### config.mk
export PLATFORM = sky130hd
export DESIGN_NAME = intersection_ctrl
export DESIGN_NICKNAME = d
export VERILOG_FILES = /design/src/rtl/intersection_ctrl.sv
export SDC_FILE = /design/constraint.sdc
export NUM_CORES = 1
export LEC_CHECK = 0
export ABC_AREA = 1
export CAP_MARGIN = 15
export CORE_UTILIZATION = 65
export DETAILED_ROUTE_END_ITERATION = 8
export DONT_BUFFER_PORTS = 1
export GPL_TIMING_DRIVEN = 1
export PLACE_DENSITY = 0.9
export SYNTH_ARGS = -nofsm -noshare
export SYNTH_HDL_FRONTEND = slang
export SYNTH_SLANG_ARGS = --single-unit
### constraint.sdc
create_clock -name clk -period 3.7 [get_ports clk]
set_clock_uncertainty 0.1 [all_clocks]
set_input_delay 0.555 -clock clk [delete_from_list [all_inputs] [get_ports clk]]
set_output_delay 0.555 -clock clk [all_outputs]
set_load 0.03 [all_outputs]
### src/rtl/intersection_ctrl.sv
// Two-approach intersection controller: main road A rests on green, side road B
// and the pedestrian crossing are served on demand with yellow/all-red clearance.
module intersection_ctrl #(
  parameter int T_MIN_GREEN = 6,
  parameter int T_MAX_GREEN = 20,
  parameter int T_YELLOW    = 3,
  parameter int T_ALL_RED   = 2,
  parameter int T_WALK      = 8
) (
  input  logic       clk,
  input  logic       resetn,
  input  logic       tick,
  input  logic       enable,
  input  logic       req_a,
  input  logic       req_b,
  input  logic       ped_req,
  output logic       a_red,
  output logic       a_yellow,
  output logic       a_green,
  output logic       b_red,
  output logic       b_yellow,
  output logic       b_green,
  output logic       walk,
  output logic [2:0] phase,
  output logic       b_pending,
  output logic       ped_pending,
  output logic [7:0] time_left
);

  typedef enum logic [2:0] {
    FLASH    = 3'd0,
    A_GREEN  = 3'd1,
    A_YELLOW = 3'd2,
    ALL_RED  = 3'd3,
    B_GREEN  = 3'd4,
    B_YELLOW = 3'd5,
    PED_WALK = 3'd6
  } phase_t;

  typedef enum logic [1:0] {
    NXT_A   = 2'd0,
    NXT_B   = 2'd1,
    NXT_PED = 2'd2
  } nxt_t;

  localparam logic [8:0] MIN_G = 9'(T_MIN_GREEN);
  localparam logic [8:0] MAX_G = 9'(T_MAX_GREEN);
  localparam logic [8:0] YEL   = 9'(T_YELLOW);
  localparam logic [8:0] AR    = 9'(T_ALL_RED);
  localparam logic [8:0] WLK   = 9'(T_WALK);

  phase_t      phase_r;
  nxt_t        nxt_r;
  logic [7:0]  cnt_r;
  logic        blink_r;
  logic        b_pend_r;
  logic        ped_pend_r;

  logic [8:0]  e_s;
  logic [7:0]  cnt_inc_s;
  logic        ar_done_s;
  logic        enter_b_s;
  logic        enter_ped_s;

  // Tick-count candidate and the green-entry events that clear the pendings
  always_comb begin
    e_s         = {1'b0, cnt_r} + 9'd1;
    cnt_inc_s   = (cnt_r == 8'hFF) ? 8'hFF : e_s[7:0];
    ar_done_s   = enable && tick && (phase_r == ALL_RED) && (e_s >= AR);
    enter_b_s   = ar_done_s && (nxt_r == NXT_B);
    enter_ped_s = ar_done_s && (nxt_r == NXT_PED);
  end

  // Phase sequencer, tick counter, flash blink and demand latches
  always_ff @(posedge clk) begin
    if (!resetn) begin
      phase_r    <= FLASH;
      nxt_r      <= NXT_A;
      cnt_r      <= 8'd0;
      blink_r    <= 1'b0;
      b_pend_r   <= 1'b0;
      ped_pend_r <= 1'b0;
    end else begin
      // a clear on green entry beats a same-cycle set
      if (phase_r == FLASH)                     b_pend_r <= 1'b0;
      else if (enter_b_s)                       b_pend_r <= 1'b0;
      else if (req_b && (phase_r != B_GREEN))   b_pend_r <= 1'b1;

      if (phase_r == FLASH)                     ped_pend_r <= 1'b0;
      else if (enter_ped_s)                     ped_pend_r <= 1'b0;
      else if (ped_req && (phase_r != PED_WALK)) ped_pend_r <= 1'b1;

      if ((phase_r == FLASH) && tick) blink_r <= ~blink_r;

      if (!enable || (3'(phase_r) == 3'd7)) begin
        if (phase_r != FLASH) begin
          phase_r <= FLASH;
          cnt_r   <= 8'd0;
        end else if (tick) begin
          cnt_r <= cnt_inc_s;
        end
      end else if (tick) begin
        case (phase_r)
          FLASH: begin
            phase_r <= ALL_RED;
            nxt_r   <= NXT_A;
            cnt_r   <= 8'd0;
          end
          A_GREEN: begin
            if ((e_s >= MIN_G) && (b_pend_r || ped_pend_r) && (!req_a || (e_s >= MAX_G))) begin
              phase_r <= A_YELLOW;
              cnt_r   <= 8'd0;
            end else begin
              cnt_r <= cnt_inc_s;
            end
          end
          A_YELLOW: begin
            if (e_s >= YEL) begin
              phase_r <= ALL_RED;
              nxt_r   <= b_pend_r ? NXT_B : NXT_PED;
              cnt_r   <= 8'd0;
            end else begin
              cnt_r <= cnt_inc_s;
            end
          end
          B_GREEN: begin
            if ((e_s >= MIN_G) && (!req_b || (e_s >= MAX_G))) begin
              phase_r <= B_YELLOW;
              cnt_r   <= 8'd0;
            end else begin
              cnt_r <= cnt_inc_s;
            end
          end
          B_YELLOW: begin
            if (e_s >= YEL) begin
              phase_r <= ALL_RED;
              nxt_r   <= ped_pend_r ? NXT_PED : NXT_A;
              cnt_r   <= 8'd0;
            end else begin
              cnt_r <= cnt_inc_s;
            end
          end
          PED_WALK: begin
            if (e_s >= WLK) begin
              phase_r <= ALL_RED;
              nxt_r   <= NXT_A;
              cnt_r   <= 8'd0;
            end else begin
              cnt_r <= cnt_inc_s;
            end
          end
          ALL_RED: begin
            if (e_s >= AR) begin
              case (nxt_r)
                NXT_B:   phase_r <= B_GREEN;
                NXT_PED: phase_r <= PED_WALK;
                default: phase_r <= A_GREEN;
              endcase
              cnt_r <= 8'd0;
            end else begin
              cnt_r <= cnt_inc_s;
            end
          end
          default: begin
            phase_r <= FLASH;
            cnt_r   <= 8'd0;
          end
        endcase
      end
    end
  end

  // Remaining ticks are shown only in fixed-length phases
  always_comb begin
    case (phase_r)
      A_YELLOW, B_YELLOW: time_left = 8'(T_YELLOW) - cnt_r;
      ALL_RED:            time_left = 8'(T_ALL_RED) - cnt_r;
      PED_WALK:           time_left = 8'(T_WALK) - cnt_r;
      default:            time_left = 8'd0;
    endcase
  end

  assign phase       = phase_r;
  assign b_pending   = b_pend_r;
  assign ped_pending = ped_pend_r;
  assign a_green     = (phase_r == A_GREEN);
  assign b_green     = (phase_r == B_GREEN);
  assign walk        = (phase_r == PED_WALK);
  assign a_yellow    = (phase_r == A_YELLOW) || ((phase_r == FLASH) && blink_r);
  assign b_yellow    = (phase_r == B_YELLOW) || ((phase_r == FLASH) && blink_r);
  assign a_red       = (phase_r == ALL_RED) || (phase_r == B_GREEN) ||
                       (phase_r == B_YELLOW) || (phase_r == PED_WALK);
  assign b_red       = (phase_r == ALL_RED) || (phase_r == A_GREEN) ||
                       (phase_r == A_YELLOW) || (phase_r == PED_WALK);

endmodule

==> Word-level counts from Yosys, hierarchy flattened <==
Cells that the tools add are included.
{ "totals": {"reg_bits": 16, "out_inout_bits": 20, "input_bits": 7, "elab_cells": 105} }
{ "op_classes": {"n_addsub": 4, "muxes": 28, "n_eq_ne": 21, "bitwise_logic": 3, "n_lt_le_gt_ge": 5, "reduce_logical": 38} }
{ "op_table": {"columns": ["operator", "n"], "rows": [
  ["8-bit two-way mux", 10],
  ["8-bit case mux with 5 select lines", 1],
  ["3-bit two-way mux", 8],
  ["8-bit case mux with 3 select lines", 1],
  ["9-bit by 2-bit >= comparator with 1-bit output (second input constant)", 2],
  ["3-bit case mux with 6 select lines", 1],
  ["2-bit by 8-bit subtractor with 8-bit output (first input constant)", 2],
  ["3-bit == test (second input constant)", 4],
  ["1-bit logical AND", 12],
  ["1-bit logical OR", 12],
  ["3-bit by 1-bit != test with 1-bit output (second input constant)", 4],
  ["2-bit two-way mux", 5],
  ["8-bit by 1-bit adder with 9-bit output (second input constant)", 1],
  ["9-bit by 3-bit >= comparator with 1-bit output (second input constant)", 1],
  ["9-bit by 4-bit >= comparator with 1-bit output (second input constant)", 1],
  ["9-bit by 5-bit >= comparator with 1-bit output (second input constant)", 1],
  ["3-bit != test (second input constant)", 3],
  ["8-bit == test (second input constant)", 1],
  ["2-bit case mux with 4 select lines", 1],
  ["4-bit by 8-bit subtractor with 8-bit output (first input constant)", 1],
  ["7-bit AND reduction", 1],
  ["3-bit by 2-bit == test with 1-bit output (second input constant)", 2],
  ["3-bit case mux with 2 select lines", 1],
  ["6-bit AND reduction", 1],
  ["other kinds (14)", 22]
]} }

==> Depth between registers and ports, before layout <==
{ "depth": {"word_depth": 8, "depth_mapped": 17} }

==> Least setup slack after synthesis <==
OpenSTA, ideal clock, no wires.
{ "synth_timing": {"kind": "reg2out", "startpoint": "register phase_r[1], in the netlist phase[1]", "endpoint": "output port time_left[7]", "t_required_ns": 3.045, "path_stages_with_launch": 15, "n_path_buf": 0, "arrival_time_ns": 3.357, "setup_slack_ns": -0.312, "path_cell_list": "dfxtp_1 -> inv_1 -> nor2_1 -> inv_1 -> nor2_1 -> inv_1 -> ha_1 -> nand3_1 -> nand2_1 -> nand2_1 -> a21oi_1 -> nand2_1 -> inv_1 -> a21oi_1 -> o32ai_1"} }
{ "synth_between": {"elab_cells_between_ends": 6} }
{ "synth_lines": {"columns": ["item", "line_no", "rtl"], "rows": [
  ["start, declared", "52", "phase_t phase_r;"],
  ["start signal, assigned", "77", "phase_r <= FLASH;"],
  ["start signal, assigned", "97", "phase_r <= FLASH;"],
  ["start signal, assigned", "105", "phase_r <= ALL_RED;"],
  ["3-bit == test", null, null],
  ["named net walk", "23", "output logic walk,"],
  ["8-bit case mux with 3 select lines", "175", "case (phase_r)"],
  ["end, declared", "27", "output logic [7:0] time_left"]
]} }
The timed path passes the listed nets, and every way through them passes these cells.

==> Worst setup path in the final report <==
{ "layout_timing": {"startpoint": "register phase_r[2], in the netlist phase[2]", "endpoint": "output port time_left[6]"} }
{ "layout_between": {"elab_chain_len": 3, "elab_cells_between_ends": 6} }
{ "layout_rtl": {"columns": ["item", "line_no"], "rows": [
  ["3-bit == test / 3-bit by 2-bit == test with 1-bit output (equally long branches)", "175"],
  ["2-bit OR reduction (no source line)", null],
  ["8-bit case mux with 3 select lines *", "175"]
]} }
Mark *: on every way between the ends. The rest lies on a longest branch, timed or not.

==> run summary <==
Post-Synthesis Cells: 305
Finished Layout Cells: 344
Die Y: 54.9 µm
worst endpoint required time: 3.04 ns
row cnt: 18
Remaining DRCs: 0
hold-fix buffers at CTS: 0
initial antenna violation count: 0
met1 WL: 2.06 mm
cts bufs inserted: 3
Synth top area share: 17.6%
max layer used: met4
clock buffer depth: 2
CP Max Fanout: 6
all-layer global routing usage: 33.2%
vias in the first global route: 1,693
Worst setup startpoint: phase[2]
Final Max Slew Viols: 0
Worst-path clk slew: 0.10 ns
register area: 322 µm²
sequential area share after synthesis: 17.6%
grt total ovfl: 0
GP Congestion: 1.00
Crit Path Category: flip-flop to output pin
pwr/cell area: 811 mW/mm²
Yosys top cell by area: dfxtp_1
Final #Nets: 332
final wirelength: 4.72 mm
ys async rst share: 0%
Lkg Pwr: 0.962 nW
post-route setup slack: 0.259 ns
Ports: 27
Ant. Diodes: 0
R2R depth: 13
met3 WL: 484 µm
Post-Syn Area: 0.00182 mm²
DRT iter0 DRCs: 156
routed vias/inst: 6.06
Syn Area/Cell: 5.96 µm²
worst hold start: resetn
Worst Setup End Kind: output pin
crit share post-route: 93.0%
count leader, synth: nand2_1
clk root buf: clkbuf_4
Core ar.: 0.00257 mm²
worst slew pin tran: 1.01 ns
total number of vias: 2,084
NetSw: 0.968 mW
Util after Layout: 76.7%
sequential power share: 21.6%
Max transition margin: 32.6%
peak supply drop: 0.000859 V
footprint of the multi-input gates: 0.00133 mm²
clock latency at the later pin of the worst-skew pair: 0.29 ns
Period minus WS final: 3.44 ns
RSZ-0062 raised after global routing: false
Synth cell types: 35
flops & latches, synth: 16
DP Worst Slack: 0.549 ns
area delta synth->final: 8.40%
largest net degree at the start of global routing: 16
Final setup violation count: 0
DR WL met2: 2.12 mm
final antenna-violating net count: 0
placed instance count: 340
crit path DAT: 2.79 ns
chip width: 54.9 µm
post-detail-place hpwl: 3.72 mm
Synth area leaders: dfxtp_1, nand2_1, nor2_1, inv_1, o21ai_0
maxcap violations: 0
die area: 0.00301 mm²
worst hold slack: 0.262 ns
critical path launch point type: flip-flop
most frequent cells after synthesis: nand2_1, nor2_1, inv_1
layout cells sized above 1: 13.7%
outcome: finished clean
fill count: 211
Switching Share: 60.6%
Hold Path Stages: 2
number of flops mapped to enable cells by yosys: 0
CTS tree: yes
CTS sink cnt: 16
DR pass1 iterations: 5
Worst R2R End: cnt_r[3]
Synth Flop Type: dfxtp_1
WL/cell: 13.7 µm
Int Power: 0.629 mW
Synth Net Count: 322
Clk pwr share: 7.2%
Final Hold Vio Count: 0
Synth Warn #: 0
Hold Crit Class: primary input to flip-flop
initial core utilization: 70.8%
first-pass GRT wire length: 7.22 mm
H-tree levels: 1
hold endpoint: phase[0]
Comb power frac: 71.2%
worst r2r src: cnt_r[1]
IO buf count: 0
setup slack, reg-to-reg: 1.19 ns
FMAX: 0.291 GHz
-- repair_timing --
action                                 in CTS  in global routing
gates resized for setup                     0                  1
buffers inserted                            0                  0
setup endpoints to repair                   0                  1
endpoints found under the hold margin       0                  0
-- sequential cells by signal, indices dropped and copies added, names as in the netlist --
register / cells
ped_pending: 1
cnt_r: 8
phase: 3
blink_r: 1
b_pending: 1
nxt_r: 2
-- worst max-delay path, cell delays in order, from the launching register on --
cell     delay, ns
dfxtp_1       0.60
inv_1         0.19
nor2_1        0.20
buf_4         0.23
ha_1          0.19
nand2_1       0.05
o21ai_0       0.20
inv_1         0.08
nor2_1        0.18
a21oi_1       0.11
o32ai_2       0.25
buf_4         0.20
-- layout make-up --
class | instances | share of cell area (%)
Inverter | 45 | 8.58
Multi-Input combinational cell | 239 | 67.5
Sequential cell | 16 | 16.3
Timing Repair Buffer | 10 | 3.81
Clock buffer | 4 | 1.84
Tap cell | 30 | 1.91
-- cell usage in the layout, fill, tap and decap left out, types with 2 or more instances in the layout --
master,netlist,routed
xor2_1,2,2
buf_4,4,10
nor2_2,3,3
o32ai_2,0,5
inv_1,42,42
nor2_1,47,47
nand4_1,10,10
o21bai_1,4,4
a21oi_1,22,22
nor3_1,5,5
nand3_1,15,15
nand2_2,5,5
o21ai_1,5,5
clkbuf_4,0,3
ha_1,9,9
nand3_2,6,6
inv_2,2,2
o21ai_0,23,23
nor2_4,2,2
nand2_1,63,63
dfxtp_1,16,15
-- per-layer routing --
| layer | up-vias | GRT usage [%] |
|---|---|---|
| met4 | 0 | 10.3 |
| met5 | - | 0 |
| met3 | 7 | 5.56 |
| met2 | 117 | 52.2 |
| met1 | 930 | 45.5 |
| li1 | 1030 | - |
-- per-stage QoR --
stage | instance area (µm²) | TNS [ns] | power (mW)
3_5_place_dp | 1930 | 0 | 1.45
2_1_floorplan | 1850 | -0.0407 | 1.21
5_1_grt | 1970 | 0 | 1.74
4_1_cts | 1970 | 0 | 1.57
6_report | 1970 | 0 | 1.60
3_3_place_gp | 1930 | 0 | 1.43
-- power groups by stage --
stage	Combinational, mW	Sequential, mW	Clock (mW)
after detailed placement	1.11	0.344	0
after CTS	1.11	0.341	0.120
final	1.14	0.345	0.115
after global placement	1.08	0.342	0
after global routing	1.25	0.356	0.130
after floorplan	0.897	0.317	0
-- logic make-up after synthesis --
logic type | synth area share (%)
and+or+nand+nor | 41.9
DFF | 17.6
buffers and inverters | 11.2
adders and majority gates | 7.30
AOI/OAI and AO/OA | 20.0
xor gates and xnor gates | 1.86
-- worst max path at each step --
stage,slack [ns],cells after the start,endpoint
after floorplan,-0.04,14,time_left[7]
after global placement,0.65,12,time_left[6]
after detailed placement,0.55,12,time_left[6]
after CTS,0.20,12,time_left[6]
after global routing,0.03,11,time_left[6]
final,0.26,11,time_left[6]
(Power assumes the default switching activity.)
